### src/rtl/fetch_unit.sv
// Instruction-fetch stage: owns the program counter, issues one-outstanding
// word fetches to instruction memory and presents pc/inst to the IF register.
// A one-entry skid buffer absorbs a response that lands while the pipeline
// is stalled; a branch flushes the output, the skid and any fetch in flight.
//
// state | meaning
// IDLE  | just out of reset, no request yet
// REQ   | request presented at fetch_pc, waiting for imem_ready
// WAIT  | one request outstanding, waiting for imem_rvalid
// HOLD  | skid buffer full, no new request until it drains
// DRAIN | redirected while a request is outstanding, response will be dropped
module fetch_unit #(
    parameter logic [31:0] RESET_PC = 32'h0000_0000,
    parameter logic [31:0] NOP_INST = 32'h0000_0013
) (
    input  logic        clk,
    input  logic        rst_n,
    input  logic        stall_flag,
    input  logic        branch_flag,
    input  logic [31:0] branch_target,
    output logic        imem_req,
    output logic [31:0] imem_addr,
    input  logic        imem_ready,
    input  logic        imem_rvalid,
    input  logic [31:0] imem_rdata,
    output logic [31:0] pc,
    output logic [31:0] inst,
    output logic        inst_valid
);

    typedef enum logic [2:0] {
        S_IDLE  = 3'd0,
        S_REQ   = 3'd1,
        S_WAIT  = 3'd2,
        S_HOLD  = 3'd3,
        S_DRAIN = 3'd4
    } state_t;

    state_t      state;
    state_t      state_nxt;
    logic [31:0] fetch_pc;
    logic [31:0] skid_pc;
    logic [31:0] skid_inst;
    logic        skid_valid;
    logic        resp_take;
    logic        unused_target_bits;

    // Word alignment: the low target bits carry no information.
    assign unused_target_bits = ^branch_target[1:0];

    // A response is kept only when it answers a live request and no redirect
    // lands in the same cycle. fetch_pc still names the outstanding address
    // here because it only advances when the response returns.
    assign resp_take = (state == S_WAIT) && imem_rvalid && !branch_flag;

    // State register.
    always_ff @(posedge clk or negedge rst_n) begin
        if (!rst_n) begin
            state <= S_IDLE;
        end else begin
            state <= state_nxt;
        end
    end

    // Next-state decode; branch handling is folded into each state.
    always_comb begin
        state_nxt = state;
        case (state)
            S_IDLE: begin
                state_nxt = S_REQ;
            end
            S_REQ: begin
                // A request accepted in the branch cycle is still outstanding.
                if (imem_ready) begin
                    state_nxt = branch_flag ? S_DRAIN : S_WAIT;
                end
            end
            S_WAIT: begin
                if (imem_rvalid) begin
                    state_nxt = (stall_flag && !branch_flag) ? S_HOLD : S_REQ;
                end else if (branch_flag) begin
                    state_nxt = S_DRAIN;
                end
            end
            S_HOLD: begin
                if (branch_flag || !stall_flag) begin
                    state_nxt = S_REQ;
                end
            end
            S_DRAIN: begin
                // Leave as soon as the stale response is gone, even if
                // another redirect arrives in the same cycle.
                if (imem_rvalid) begin
                    state_nxt = S_REQ;
                end
            end
            default: begin
                state_nxt = S_IDLE;
            end
        endcase
    end

    // Memory request outputs decode directly from registered state.
    always_comb begin
        imem_req  = (state == S_REQ);
        imem_addr = fetch_pc;
    end

    // Program counter, output entry and skid buffer.
    always_ff @(posedge clk or negedge rst_n) begin
        if (!rst_n) begin
            fetch_pc   <= RESET_PC;
            pc         <= 32'h0;
            inst       <= NOP_INST;
            inst_valid <= 1'b0;
            skid_pc    <= 32'h0;
            skid_inst  <= NOP_INST;
            skid_valid <= 1'b0;
        end else if (branch_flag) begin
            fetch_pc   <= {branch_target[31:2], 2'b00};
            pc         <= 32'h0;
            inst       <= NOP_INST;
            inst_valid <= 1'b0;
            skid_valid <= 1'b0;
        end else begin
            if (resp_take) begin
                fetch_pc <= fetch_pc + 32'd4;
            end
            if (!stall_flag) begin
                // The skid can only be full in HOLD, where no response can
                // arrive, so the two sources never compete.
                if (skid_valid) begin
                    pc         <= skid_pc;
                    inst       <= skid_inst;
                    inst_valid <= 1'b1;
                    skid_valid <= 1'b0;
                end else if (resp_take) begin
                    pc         <= fetch_pc;
                    inst       <= imem_rdata;
                    inst_valid <= 1'b1;
                end else begin
                    pc         <= 32'h0;
                    inst       <= NOP_INST;
                    inst_valid <= 1'b0;
                end
            end else if (resp_take) begin
                skid_pc    <= fetch_pc;
                skid_inst  <= imem_rdata;
                skid_valid <= 1'b1;
            end
        end
    end

endmodule
### config.mk
export PLATFORM = sky130hd
export DESIGN_NAME = fetch_unit
export DESIGN_NICKNAME = d
export VERILOG_FILES = /design/src/rtl/fetch_unit.sv
export SDC_FILE = /design/constraint.sdc
export NUM_CORES = 1
export LEC_CHECK = 0
export CORE_MARGIN = 2
export CORE_UTILIZATION = 60
export DETAILED_ROUTE_END_ITERATION = 16
export DONT_BUFFER_PORTS = 1
export GPL_TIMING_DRIVEN = 1
export PLACE_DENSITY = 0.74
export SKIP_LAST_GASP = 1
export SLEW_MARGIN = 20
export SYNTH_ARGS = -nofsm -noshare
export SYNTH_HDL_FRONTEND = slang
export SYNTH_SLANG_ARGS = --single-unit
export TNS_END_PERCENT = 20
### constraint.sdc
create_clock -name clk -period 2.3 [get_ports clk]
set_input_delay 0.345 -clock clk [delete_from_list [all_inputs] [get_ports clk]]
set_output_delay 0.345 -clock clk [all_outputs]
set_load 0.1 [all_outputs]
# --- Word-level counts from Yosys, hierarchy flattened ---
# Index checks and enable logic that the tools add are counted.
# Widths: inputs -> output; s select.
word_totals:
  output_inout_bits: 98
  mem_bits_ro: 0
  regBits: 165
  ram_bits: 0
  elab_cells: 55
  latchBits: 0
  input_bits: 70
  n_memories: 0
classes:
  n_shift: 0
  eq_ne: 10
  mux: 25
  n_addsub: 1
  reduce_logical: 10
  div_mod_pow: 0
  bitwise_logic: 1
  multipliers: 0
  order_cmp: 0
ops:
  columns: ["op", "n"]
  rows:
  - ["$mux 32", 10]
  - ["$add 32x3->32 const B", 1]
  - ["$mux 3", 6]
  - ["$pmux 3 s5", 1]
  - ["$mux 1", 7]
  - ["$eq 3x2->1 const B", 2]
  - ["$ne 2x1->1 const B", 2]
  - ["$ne 2x2->1 const B", 2]
  - ["$reduce_and 4->1", 1]
  - ["$eq 3x1->1 const B", 1]
  - ["$eq 3x3->1 const B", 1]
  - ["$logic_and 1x1->1", 3]
  - ["$logic_not 3->1", 1]
  - ["$ne 3x1->1 const B", 1]
  - ["$ne 3x3->1 const B", 1]
  - ["$reduce_and 3->1", 1]
  - ["$logic_not 1->1", 2]
  - ["$mux 2", 1]
  - ["$reduce_bool 2->1", 1]
  - ["$logic_or 1x1->1", 1]
  - ["$not 1->1", 1]

# --- Longest topological paths before layout ---
depth:
  ltp_word: 7
  depth_mapped: 7
  mapped_depth_nobuf: 5

# --- Least setup slack after synthesis ---
# OpenSTA, ideal clock, no wires.
synth_timing:
  path_kind: "register to register"
  start: "register fetch_pc[3], in the netlist imem_addr[3]"
  end: "register fetch_pc[26], in the netlist imem_addr[26]"
  setup_slack_ps: -340
  synth_period_minus_slack_ps: 2640
  t_required_ps: 2218
  n_path_buf: 1
  setup_ps: 82
  t_arrival_ps: 2558
  stages_incl_launch_ff: 7
  path_cell_list: "dfrtp_1 ha_1 and4_1 nand4_2 buf_6 or4_1 a31oi_1"
synth_via:
  elab_chain_cells: 3
synth_lines:
  columns: ["element", "line", "rtl"]
  rows:
  - ["start: declaration", "41", "logic [31:0] fetch_pc;"]
  - ["start signal: assignment", "120", "fetch_pc <= {branch_target[31:2], 2'b00};"]
  - ["start signal: assignment", "127", "fetch_pc <= fetch_pc + 32'd4;"]
  - ["$add 32x3->32", "127", null]
  - ["$mux 32", "126", "if (resp_take) begin"]
  - ["$mux 32", "119", "end else if (branch_flag) begin"]
# No other way between the ends. The select of a mux whose other input is x is not followed.
# A chain may end at the register's enable or synchronous reset.

# --- Final worst setup path ---
layout_timing:
  start: "register fetch_pc[2], in the netlist imem_addr[2]"
  end: "register fetch_pc[26], in the netlist imem_addr[26]"
# The elaborated chain is that of the path after synthesis.

==> run_results.csv <==
group,metric,value,unit
global_route,grt_max_degree,161,
synth,synth_edf_count,0,
worst_setup_path,crit_required,2.64,ns
die,die_h,115,um
power,power_density,978,nW/um^2
detailed_routing,routedWlPerCell,20.5,um
synth,yosysWarnings,0,
worst_setup_path,rrSetupSlack,0.19,ns
final_layout,nets,807,
timing,worst_slew_pin_slew,0.892,ns
global_route,grt_pass1_wl,29.8,mm
timing,skew,0.00856,ns
clock_tree,numCtsBuffers,17,
timing,fin_hold_ws,-0.384,ns
flow_run,cap_violations,0,
clock_tree,cts.repair.resized,0,
timing,maxSlewViolCount,0,
synth,synthTopCellsByCount,"dfrtp_1 (154), mux2_2 (64), nor2b_1 (62), nor3_1 (62), a221oi_1 (59)",
run_status,status,"complete, but fails checks",
worst_setup_path,arrival,2.44,ns
timing,setup_slack,0.194,ns
detailed_routing,ant_nets,0,
synth,ys.flop_type,"dfrtp_1",
detailed_routing,viasPerCell,6.40,
worst_setup_path,endpoint_kind,"flip-flop",
clock_tree,clock-sinks,160,
clock_tree,clk_latency,0.42,ns
synth,synthTopCellsByArea,"dfrtp_1 (52%), mux2_2 (9.7%), a221oi_1 (7.0%)",
synth,ys_types,43,
synth,yosys.cell_count.top_type,"dfrtp_1",
detailed_routing,drtIter0Drc,559,
timing,max_clock_freq,475,MHz
timing,rsz0062_at_grt,"false",
detailed_routing,drt_wl_total,18.8,mm
die,fp.dieW,115,um
die,row_count,40,
detailed_routing,num_vias,5865,
placed_design,hpwl,11.8,mm
final_layout,antenna_cells,0,
clock_tree,tritoncts,"done",
global_route,overflow,0,
synth,yosysTopAreaCell,"dfrtp_1",
timing,relSlewSlack,40.5,%
run_status,violations,"negative hold slack",
final_layout,drive_gt1_share,31.1,%
synth,syn_area,7420,sq um
timing,fin_crit_sh,91.6,%
placed_design,pre_cts_ws,0.286,ns
timing,setup_viol,0,
synth,async_flop_share,100,%
die,core_area,12100,sq um
die,start_util,61.5,%
die,io_pins,168,
timing,final_hold_viol_count,160,
power,ir_drop,0.000543,V
clock_tree,h-tree-depth,4,
global_route,grt_pass1_vias,5772,
timing,layout_min_cycle_time,2.11,ns
worst_setup_path,crit_fanout,12,
clock_tree,clkTransAtPathRegs,0.06,ns
final_layout,final_util,73.1,%
placed_design,port_buffers,0,
placed_design,gp_congestion,0.857,
worst_setup_path,crit_type,"reg -> reg",
final_layout,syn2layout_area_growth,18.9,%
clock_tree,clockRootBuffer,"clkbuf_16",
synth,yosysTopAreaCellShare,51.9,%
global_route,grt_use_total,29.1,%
detailed_routing,route.detailed.drc,0,
clock_tree,cts.path.max_buffers,2,
power,leakagePower,3.91,nW
final_layout,fillers,881,
hold_path,hold_path.class,"in -> async",
synth,postSynthCellCount,672,
synth,syn-mean-instance-area,11.0,sq um
global_route,antenna_found_initial,0,
die,die_area,13300,sq um
detailed_routing,first_pass_iters,5,
synth,ys_seq_area_share,54.0,%
synth,synth_seq_cells,160,
worst_setup_path,critical_path.startpoint_type,"flip-flop",
==> flip-flops by register name, summed over array words and instances (netlist names) <==
register / flops
skid_inst: 32
skid_pc: 30
inst_valid: 1
inst: 32
skid_valid: 1
state: 3
imem_addr: 30
pc: 31
==> metal layers <==
metal	routed length [um]	global-route usage, %	up-vias
met5	0	0	-
met4	370	11.0	0
met3	1480	8.54	34
met2	9430	47.5	239
met1	7560	37.1	2973
li1	-	-	2619
==> path summary, 6_finish.rpt <==
check / start / cells past startpoint / endpoint
worst min-delay path: rst_n / 0 / inst[6]
max in group asynchronous: rst_n / 0 / skid_inst[0]
worst min register to register: skid_pc[20] / 2 / skid_pc[20]
worst max-delay path: imem_addr[2] / 5 / imem_addr[26]
min in group clk: branch_flag / 1 / pc[13]
worst max register to register: imem_addr[2] / 5 / imem_addr[26]
==> area by class of cell <==
cell class              instances  area, sq um  area share, %
multi-input cells             451         3150           35.7
repair buffers                104          828           9.39
clock inverters                11          113           1.28
well taps                     168          210           2.38
clock buffers                  21          470           5.33
inverters                       2         7.51         0.0851
flip-flops and latches        160         4040           45.8
==> critical path, stage by stage, from the launching register on <==
cell     delay (ns)
dfrtp_2        0.35
ha_1           0.21
and4_1         0.34
nand4_2        0.32
or4_1          0.61
a31oi_1        0.19
==> power breakdown <==
group	leakage [nW]	switching (mW)	internal [mW]	total (mW)
clock	0.284	1.09	1.67	2.76
sequential	2.04	0.376	3.37	3.75
combinational	1.58	1.43	0.685	2.12
==> timing repair <==
item	4_1_cts	5_1_grt
hold buffers	4	1
hold endpoints to repair	196	162
buffers inserted	0	0
setup endpoints to repair	0	0
==> cells by family after synthesis <==
| logic type | share of synthesized area, % |
|---|---|
| XOR/XNOR | 1.18 |
| other | 0.0505 |
| AND/OR/NAND/NOR | 19.2 |
| buffers and inverters | 3.68 |
| adder cells (fa/ha/maj) | 0.169 |
| multiplexers | 9.84 |
| AO/OA/AOI/OAI | 11.9 |
| flip-flops | 54.0 |
==> per-stage QoR <==
stage | power (mW) | area (sq um) | std cells | TNS, ns
after floorplan | 5.43 | 7460 | 673 | -0.0398
after global placement | 5.74 | 8180 | 880 | 0
after detailed placement | 5.86 | 8180 | 880 | 0
after CTS | 8.65 | 8810 | 916 | 0
after global routing | 8.95 | 8820 | 917 | 0
final | 8.63 | 8820 | 917 | 0
==> layout by cell type (no fill, tap or decap), drive strengths merged, types with 5 or more instances in the layout <==
cell,synthesis,layout
dfrtp,154,154
buf,19,100
mux2,64,64
nor2b,62,62
nor3,62,62
a221oi,59,59
nand2,32,32
nor2,27,27
o21ai,22,22
clkbuf,41,21
a31oi,17,17
nand4,16,16
nand3,11,11
or4,11,11
or3,9,9
o31ai,9,9
xor2,7,7
clkinv,0,6
dfstp,6,6
and4,5,5
Power figures use the tool's default switching activity.
